===== config.mk =====
export PLATFORM = sky130hd
export DESIGN_NAME = fetch_stage_flat
export DESIGN_NICKNAME = d
export VERILOG_FILES = /design/src/rtl/xm23_pkg.sv /design/src/rtl/fetch_stage_if.sv /design/src/rtl/inst_queue.sv /design/src/rtl/fetch_stage.sv /design/src/flat_wrapper.sv
export SDC_FILE = /design/constraint.sdc
export NUM_CORES = 1
export LEC_CHECK = 0
export ABC_AREA = 0
export BUFFER_PORTS_ARGS = -buffer_cell sky130_fd_sc_hd__buf_2
export CORE_ASPECT_RATIO = 2
export CORE_MARGIN = 2
export CORE_UTILIZATION = 40
export DETAILED_ROUTE_END_ITERATION = 10
export SYNTH_ARGS = -nofsm -noshare
export SYNTH_HDL_FRONTEND = slang
export SYNTH_SLANG_ARGS = --single-unit

===== constraint.sdc =====
create_clock -name clk_in -period 5.2 [get_ports clk_in]
set_input_delay 0.52 -clock clk_in [delete_from_list [all_inputs] [get_ports clk_in]]
set_output_delay 0.52 -clock clk_in [all_outputs]
set_load 0.01 [all_outputs]

===== src/rtl/xm23_pkg.sv =====
// Shared XM23 types and widths used across the fetch front end.
package xm23_pkg;
  localparam int INST_W = 16;
  localparam int ADDR_W = 16;
  localparam logic [ADDR_W-1:0] PC_STEP = 16'd2;

  typedef enum logic [1:0] {IDLE, WAIT, DISCARD} fetch_state_t;
endpackage


===== src/rtl/fetch_stage_if.sv =====
// Instruction-memory read bus: single outstanding req/ack, address held until ack.
interface fetch_stage_if;
  import xm23_pkg::*;

  logic              mem_req;
  logic [ADDR_W-1:0] mem_addr;
  logic              mem_ack;
  logic [INST_W-1:0] mem_rdata;

  modport master (output mem_req, output mem_addr, input mem_ack, input mem_rdata);
  modport slave  (input mem_req, input mem_addr, output mem_ack, output mem_rdata);
endinterface


===== src/rtl/inst_queue.sv =====
// Small power-of-two FIFO of {addr, data} pairs with synchronous flush.
module inst_queue
  import xm23_pkg::*;
#(
  parameter int QDEPTH = 2,
  parameter int DATA_W = INST_W,
  parameter int TAG_W  = ADDR_W,
  localparam int PTR_W = $clog2(QDEPTH),
  localparam int CNT_W = PTR_W + 1
) (
  input  logic              clk_in,
  input  logic              reset,
  input  logic              flush,
  input  logic              push,
  input  logic              pop,
  input  logic [DATA_W-1:0] push_data,
  input  logic [TAG_W-1:0]  push_addr,
  output logic [DATA_W-1:0] head_data,
  output logic [TAG_W-1:0]  head_addr,
  output logic [CNT_W-1:0]  count
);
  logic [DATA_W-1:0] data_mem [QDEPTH];
  logic [TAG_W-1:0]  addr_mem [QDEPTH];
  logic [PTR_W-1:0]  rd_ptr;
  logic [PTR_W-1:0]  wr_ptr;

  always_ff @(posedge clk_in or posedge reset) begin
    if (reset) begin
      rd_ptr <= '0;
      wr_ptr <= '0;
      count  <= '0;
    end else if (flush) begin
      rd_ptr <= '0;
      wr_ptr <= '0;
      count  <= '0;
    end else begin
      if (push) wr_ptr <= wr_ptr + 1'b1;
      if (pop)  rd_ptr <= rd_ptr + 1'b1;
      count <= count + CNT_W'(push) - CNT_W'(pop);
    end
  end

  // Storage carries no reset; emptiness is tracked by count alone.
  always_ff @(posedge clk_in) begin
    if (push && !flush) begin
      data_mem[wr_ptr] <= push_data;
      addr_mem[wr_ptr] <= push_addr;
    end
  end

  assign head_data = data_mem[rd_ptr];
  assign head_addr = addr_mem[rd_ptr];
endmodule


===== src/rtl/fetch_stage.sv =====
// XM23 instruction fetch: PC, single-outstanding memory reads, queue toward decode.
module fetch_stage
  import xm23_pkg::*;
#(
  parameter logic [ADDR_W-1:0] RESET_PC = 16'h0000,
  parameter int                QDEPTH   = 2
) (
  input  logic               clk_in,
  input  logic               reset,
  input  logic               stall,
  input  logic               redirect,
  input  logic [ADDR_W-1:0]  redirect_pc,
  fetch_stage_if.master      mem,
  output logic [INST_W-1:0]  inst,
  output logic [ADDR_W-1:0]  inst_pc,
  output logic               inst_valid
);
  localparam int                CNT_W    = $clog2(QDEPTH) + 1;
  localparam logic [ADDR_W-1:0] ALIGN_MK = ~ADDR_W'(1);
  localparam logic [ADDR_W-1:0] PC_INIT  = RESET_PC & ALIGN_MK;

  fetch_state_t      state, state_nxt;
  logic [ADDR_W-1:0] pc, pc_nxt;
  logic              req_nxt;
  logic [ADDR_W-1:0] addr_nxt;
  logic [ADDR_W-1:0] target;
  logic [ADDR_W-1:0] issue_addr;
  logic              issue;
  logic              acked;
  logic              q_push, q_pop;
  logic [CNT_W-1:0]  q_count, count_after;
  logic [INST_W-1:0] head_data;
  logic [ADDR_W-1:0] head_addr;

  inst_queue #(.QDEPTH(QDEPTH), .DATA_W(INST_W), .TAG_W(ADDR_W)) u_queue (
    .clk_in    (clk_in),
    .reset     (reset),
    .flush     (redirect),
    .push      (q_push),
    .pop       (q_pop),
    .push_data (mem.mem_rdata),
    .push_addr (mem.mem_addr),
    .head_data (head_data),
    .head_addr (head_addr),
    .count     (q_count)
  );

  assign inst_valid = (q_count != '0);
  assign inst       = inst_valid ? head_data : '0;
  assign inst_pc    = inst_valid ? head_addr : '0;

  always_comb begin
    target      = redirect_pc & ALIGN_MK;
    // mem_req is high exactly when not IDLE, so stray acks are masked here.
    acked       = mem.mem_ack && (state != IDLE);
    q_pop       = inst_valid && !stall;
    q_push      = acked && (state == WAIT) && !redirect;
    count_after = q_count + CNT_W'(q_push) - CNT_W'(q_pop);
    state_nxt   = state;
    pc_nxt      = pc;
    req_nxt     = mem.mem_req;
    addr_nxt    = mem.mem_addr;
    issue       = 1'b0;
    issue_addr  = pc;
    unique case (state)
      IDLE: begin
        if (redirect) begin
          issue      = 1'b1;
          issue_addr = target;
        end else if (count_after < CNT_W'(QDEPTH)) begin
          issue = 1'b1;
        end
      end
      WAIT: begin
        if (redirect) begin
          if (acked) begin
            issue      = 1'b1;
            issue_addr = target;
          end else begin
            pc_nxt    = target;
            state_nxt = DISCARD;
          end
        end else if (acked) begin
          if (count_after < CNT_W'(QDEPTH)) begin
            issue = 1'b1;
          end else begin
            req_nxt   = 1'b0;
            state_nxt = IDLE;
          end
        end
      end
      DISCARD: begin
        if (acked) begin
          issue      = 1'b1;
          issue_addr = redirect ? target : pc;
        end else if (redirect) begin
          pc_nxt = target;
        end
      end
      default: state_nxt = IDLE;
    endcase
    if (issue) begin
      state_nxt = WAIT;
      req_nxt   = 1'b1;
      addr_nxt  = issue_addr;
      pc_nxt    = issue_addr + PC_STEP;
    end
  end

  always_ff @(posedge clk_in or posedge reset) begin
    if (reset) begin
      state        <= IDLE;
      pc           <= PC_INIT;
      mem.mem_req  <= 1'b0;
      mem.mem_addr <= PC_INIT;
    end else begin
      state        <= state_nxt;
      pc           <= pc_nxt;
      mem.mem_req  <= req_nxt;
      mem.mem_addr <= addr_nxt;
    end
  end
endmodule

===== src/flat_wrapper.sv =====
// flat-port wrapper written by rule: the top's interface ports become plain ports
module fetch_stage_flat import xm23_pkg::*;
#(
  parameter logic [ADDR_W-1:0] RESET_PC = 16'h0000,
  parameter int                QDEPTH   = 2
)
  (clk_in, reset, stall, redirect, redirect_pc, inst, inst_pc, inst_valid, mem_mem_req, mem_mem_addr, mem_mem_ack, mem_mem_rdata);
  fetch_stage_if mem_i ();
  input  logic clk_in;
  input  logic reset;
  input  logic stall;
  input  logic redirect;
  input  logic [ADDR_W-1:0] redirect_pc;
  output logic [INST_W-1:0] inst;
  output logic [ADDR_W-1:0] inst_pc;
  output logic inst_valid;
  output wire logic [$bits(mem_i.mem_req)-1:0] mem_mem_req;
  output wire logic [$bits(mem_i.mem_addr)-1:0] mem_mem_addr;
  input wire logic [$bits(mem_i.mem_ack)-1:0] mem_mem_ack;
  input wire logic [$bits(mem_i.mem_rdata)-1:0] mem_mem_rdata;
  assign mem_mem_req = mem_i.mem_req;
  assign mem_mem_addr = mem_i.mem_addr;
  assign mem_i.mem_ack = mem_mem_ack;
  assign mem_i.mem_rdata = mem_mem_rdata;
  fetch_stage #(.RESET_PC(RESET_PC), .QDEPTH(QDEPTH)) u_core (.clk_in(clk_in), .reset(reset), .stall(stall), .redirect(redirect), .redirect_pc(redirect_pc), .mem(mem_i), .inst(inst), .inst_pc(inst_pc), .inst_valid(inst_valid));
endmodule

# Word-level counts from Yosys, hierarchy flattened
# Memories as Yosys holds them, arrays and structs flattened.
# Index checks and enable logic that the tools add are counted.
# op_classes
n_reduce_logical,19
n_eq_ne,11
order_cmp,1
n_mux,36
addsub,5
# ops
op,count
$mux W16,10
$pmux W16 S3,1
$pmux W16 S2,1
$add A16 B2 Y16 const B,1
$mux W1,16
$mux W2,6
$reduce_and A4 Y1,3
$reduce_bool A2 Y1,6
$ne A3 B2 Y1 const B,3
$ne A4 B3 Y1 const B,2
$ne A2 B1 Y1 const B,3
$logic_and A1 B1 Y1,5
$ne A4 B2 Y1 const B,1
$pmux W2 S2,1
$pmux W1 S3,1
$reduce_bool A3 Y1,1
$add A1 B1 Y1 const B,2
$add A2 B1 Y2,1
$eq A2 B1 Y1 const B,1
$eq A2 B2 Y1 const B,1
$logic_not A1 Y1,2
$logic_not A2 Y1,1
$lt A2 B2 Y1 const B,1
$reduce_or A2 Y1,1
$sub A2 B1 Y2,1
# totals
ramBits,64
n_memories,2
out_inout_bits,50
inputBits,37
regBits,39
word_cells,81
# mem_list
name,words,word_bits,rd,rd_clocked_by_memory_dff,wr,line,text
u_core.u_queue.addr_mem,2,16,1,0,1,inst_queue.sv:23,logic [TAG_W-1:0] addr_mem [QDEPTH];
u_core.u_queue.data_mem,2,16,1,0,1,inst_queue.sv:22,logic [DATA_W-1:0] data_mem [QDEPTH];

# Depth between registers and ports, before layout
# depth
depth_word,13
depth_mapped,17
ltp_nobuf,13

# By module
# Synthesis repeated with hierarchy kept, for this count alone.
# unflattened
cells_unflattened,361
area_unflattened_um2,4917.2
# modules_own_cells
module,area_per_inst_um2,n_inst,cells_each
inst_queue,2672.6,1,118
fetch_stage,2244.7,1,243

# Worst setup path before layout
# No wires, ideal clock.
# synth_path
kind,register -> register
start,register u_core.state[0]
end,register u_core.mem.mem_req
path_stages_with_launch,17
n_path_buf,4
arrival_time_ps,3133
required_time_ps,5062
setup_slack_ps,1929
cell_sequence,dfrtp_1 -> inv_1 -> ha_1 -> buf_6 -> buf_4 -> nor2b_1 -> nand3_1 -> ha_1 -> inv_1 -> ha_1 -> xnor3_1 -> o21ai_0 -> o21ai_0 -> nand2_1 -> clkbuf_1 -> clkbuf_1 -> o221ai_1
# synth_via
elab_chain_cells,13
elab_cells_between_ends,22
cone_classes,2 x add/sub; 1 x order compare; 4 x eq/ne; 7 x mux; 8 x reduce/logical
# synth_rtl
item,line,text
from (decl),fetch_stage.sv:22,"fetch_state_t state, state_nxt;"
from (signal assigned),fetch_stage.sv:117,state <= state_nxt;
$reduce_bool A2 Y1,fetch_stage.sv:55,acked = mem.mem_ack && (state != IDLE);
$logic_and A1 B1 Y1,fetch_stage.sv:55,
$logic_and A1 B1 Y1 (2 in a row),fetch_stage.sv:57,q_push = acked && (state == WAIT) && !redirect;
$add A2 B1 Y2,fetch_stage.sv:58,count_after = q_count + CNT_W'(q_push) - CNT_W'(q_pop);
$sub A2 B1 Y2,fetch_stage.sv:58,
$lt A2 B2 Y1,"fetch_stage.sv:70, fetch_stage.sv:84",
$mux W1,"fetch_stage.sv:70, fetch_stage.sv:84",
$mux W1,fetch_stage.sv:83,end else if (acked) begin
$mux W1,fetch_stage.sv:75,if (redirect) begin
$pmux W1 S3,fetch_stage.sv:65,unique case (state)
$ne A2 B1 Y1 (no line) / $reduce_bool A2 Y1 (equally long branches),-,
$reduce_and A4 Y1 (no line),-,
to (signal assigned),fetch_stage.sv:119,mem.mem_req <= req_nxt;
to (decl),fetch_stage_if.sv:10,"modport master (output mem_req, output mem_addr, input mem_ack, input mem_rdata);"
# Several ways; a longest one is shown, not always the timed one.
# A chain may end at the register's enable or synchronous reset.

# Worst setup path after layout
# layout_path
start,register u_core.state[1]
end,register u_core.pc[9]
# layout_via
elab_chain_cells,13
elab_cells_between_ends,28
cone_classes,3 x add/sub; 1 x order compare; 5 x eq/ne; 12 x mux; 7 x reduce/logical
# layout_rtl
item,line,text
$reduce_bool A2 Y1,fetch_stage.sv:55,
$logic_and A1 B1 Y1,fetch_stage.sv:55,
$logic_and A1 B1 Y1 (2 in a row),fetch_stage.sv:57,
$add A2 B1 Y2,fetch_stage.sv:58,
$sub A2 B1 Y2,fetch_stage.sv:58,
$lt A2 B2 Y1,"fetch_stage.sv:70, fetch_stage.sv:84",
$mux W1,"fetch_stage.sv:70, fetch_stage.sv:84",
$mux W1,fetch_stage.sv:83,
$mux W1,fetch_stage.sv:75,
$pmux W1 S3,fetch_stage.sv:65,
$ne A3 B2 Y1 (no line) / $reduce_bool A3 Y1 (equally long branches),-,
$reduce_and A4 Y1 (no line),-,
to (signal assigned),fetch_stage.sv:118,pc <= pc_nxt;
to (decl),fetch_stage.sv:23,"logic [ADDR_W-1:0] pc, pc_nxt;"
# Several ways; a longest one is shown, not always the timed one.

==> impl_metrics.yaml <==
routing:
  firstDrtPassIters: 5
  wl_met2_um: 6420
  num_vias: 3799
  vias_per_cell: 5.56
  drt-met1-wl_um: 4660
  dr.max_layer_used: "met4"
  post-route-drc-count: 0
  routed-wl-met3_um: 554
  ant_nets: 0
  wl_um: 12100
  wire_per_inst_um: 17.8
  dr.first_iter.drc_count: 219
placement:
  place.port_buffers: 85
  dp_hpwl_um: 8730
  placed_cells: 667
  gp_congestion: 0.837
critical_path:
  crit_arrival_ps: 4310
  critPathRequiredTime_ps: 5410
  start_kind: "flop"
  worstSetupPathType: "reg2reg"
  cp_slowest_cell: "o21ai_0"
  cp_slowest_stage_delay_ps: 510
  worst-path-max-fanout: 29
  crit_top_cell: "ha_1"
  worstPathCellList: "inv_1 > ha_1 > nand3_1 > ha_1 > inv_1 > ha_1 > xnor3_1 > nor3_1 > o21ai_0 > nand2_1 > buf_4 > nor4_1 > a211oi_1"
  endpoint_kind: "flop"
  r2r_setup_slack_ps: 1100
grt:
  grt_pass1_wl_um: 19100
  antenna_found_initial: 0
  grt_pass1_vias: 3726
  grt_max_degree: 40
  grtUsageTotal: 0.172
  grt_remaining_overflow: 0
die:
  die_w_um: 85.1
  fp.dieH_um: 166
  die_area_um2: 14100
  ios: 87
  initial_core_util: 0.407
  rows: 59
  core_region_area_um2: 12900
timing:
  fin_crit_sh: 0.788
  maxSlewViolCount: 0
  relSlewSlack: 0.282
  min_period_ps: 4100
  rsz0062_at_grt: "false"
  setup_viol: 0
  max_clock_freq_mhz: 244
  tightest_slew_ps: 1080
  finalHoldViolCount: 0
  setup_tns_ps: 0
  fin_worst_skew_ps: 10.3
synthesis:
  avgSynthCellArea_um2: 11.7
  synthCells: 451
  synth_seq_cells: 103
  synthArstFlopShare: 0.379
  syn_area_um2: 5260
  synth_ff_type: "edfxtp_1"
  seq_area_frac_synth: 0.551
  synth_edf_count: 64
  syn-num-nets: 495
  synth_cell_types: 71
  yosys_warnings: 0
job:
  maxCapViolations: 0
clock_network:
  cts_setup_buffers: 0
  clock_path_buffers: 2
  clk_pin_slew_ps: 70
  cts_tree: "built"
  numCtsBuffers: 9
  hold_buffers: 0
  htree_levels: 3
  cts_sinks: 103
  insertion_delay_ps: 340
  cts_resized: 0
  cts-root-buf: "clkbuf_16"
power:
  seqPwrFrac: 0.345
  comb_power_share: 0.476
  clkPwrFrac: 0.179
  p_switching_w: 0.00151
  ir_drop_mv: 0.280
  p_int_w: 0.00217
  power_w: 0.00368
  p_leak_nw: 2.48
  pwr_density_cell_nw_per_um2: 605
  switching_share: 0.411
hold_path:
  hold_path.class: "in2async"
final_layout:
  mostFrequentLayoutCell: "buf_2"
  syn2layout_area_growth_pct: 15.6
  nets: 570
  fin_cells: 683
  layout-drive-gt1-share: 0.245
  antenna_cells: 0
  final_cell_mix: "85 x buf_2, 64 x edfxtp_1, 55 x nor2_1"
status:
  status: "completed"
==> layout make-up <==
cell class	count	area, µm²
Clock buffer	11	233
Clock inverter	5	56.3
Fill cell	1193	6840
Inverter	12	45.0
Multi-Input combinational cell	309	2190
Sequential cell	103	2900
Tap cell	152	190
Timing Repair Buffer	91	470
==> per-stage QoR <==
step	instance area (µm²)	setup slack (ps)	hold slack, ps	util
floorplan	5260	1930	467	-
global placement	5790	1180	471	0.448
detailed placement	5790	1100	480	0.448
CTS	6080	1160	313	0.471
global route	6080	746	346	0.471
finish	6080	1100	297	0.471
==> metal layers <==
layer | track usage | up-vias
li1 | - | 1831
met1 | 0.192 | 1813
met2 | 0.304 | 126
met3 | 0.0283 | 29
met4 | 0.0939 | 0
met5 | 0 | -
==> path summary, 6_finish.rpt <==
| check | startpoint | end | cells after the start |
|---|---|---|---|
| max | u_core.state[1]$_DFFE_PP0P_ | u_core.pc[9]$_DFFE_PP0P_ | 13 |
| max reg2reg | u_core.state[1]$_DFFE_PP0P_ | u_core.pc[9]$_DFFE_PP0P_ | 13 |
| min in group clk_in | mem_mem_rdata[7] | u_core.u_queue.data_mem[0][7]$_DFFE_PP_ | 1 |
| min reg2reg | u_core.mem.mem_addr[11]$_DFFE_PP0P_ | u_core.u_queue.addr_mem[0][11]$_DFFE_PP_ | 0 |
| min | reset | u_core.mem.mem_addr[15]$_DFFE_PP0P_ | 3 |
| max in group asynchronous | reset | u_core.u_queue.rd_ptr$_DFFE_PP0P_ | 3 |
==> logic make-up after synthesis <==
family	count (synthesis)	share of synthesized area
buffers and inverters	39	0.0366
flip-flops	103	0.551
XOR/XNOR	7	0.0143
multiplexers	53	0.103
AO/OA/AOI/OAI	102	0.149
AND/OR/NAND/NOR	140	0.129
adder cells (fa/ha/maj)	7	0.0166
==> cell usage after synthesis, drive strengths merged, types with 4 or more instances <==
master	number	area (µm²)
a211oi	9	80.1
a21oi	8	43.8
a22o	8	72.6
a22oi	5	37.5
buf	14	97.6
clkbuf	13	50.0
dfrtp	39	976
edfxtp	64	1920
ha	7	87.6
inv	12	45.0
mux2	8	93.8
mux2i	45	450
nand2	36	135
nand3	6	35.0
nor2	58	218
nor2b	7	43.8
nor3	5	25.0
o211a	5	50.1
o21ai	26	130
o221ai	4	35.0
o31ai	7	52.6
or2	4	25.0
xnor2	5	43.8
==> sequential cells by signal (all words and copies together), names as in the netlist <==
register	count
u_core.u_queue.addr_mem	32
u_core.u_queue.data_mem	32
u_core.mem.mem_addr	16
u_core.pc	16
u_core.state	2
u_core.u_queue.count	2
u_core.mem.mem_req	1
u_core.u_queue.rd_ptr	1
u_core.u_queue.wr_ptr	1
==> power by group through the flow <==
| stage | Clock (W) | Sequential [W] | Combinational (W) |
|---|---|---|---|
| final | 0.000659 | 0.00127 | 0.00175 |
| after global routing | 0.000710 | 0.00129 | 0.00193 |
| after CTS | 0.000678 | 0.00127 | 0.00177 |
| after detailed placement | 0 | 0.00128 | 0.00177 |
| after global placement | 0 | 0.00127 | 0.00173 |
| after floorplan | 0 | 0.00123 | 0.00131 |
==> worst max-delay path: cells and delay by family, from the launching register on <==
family                   cells  cell delay, ps
buffers and inverters        3             500
XOR/XNOR                     1             290
flip-flops                   1             440
adder cells (fa/ha/maj)      3            1000
AND/OR/NAND/NOR              4            1140
AO/OA/AOI/OAI                2             590
(Power assumes the default switching activity.)
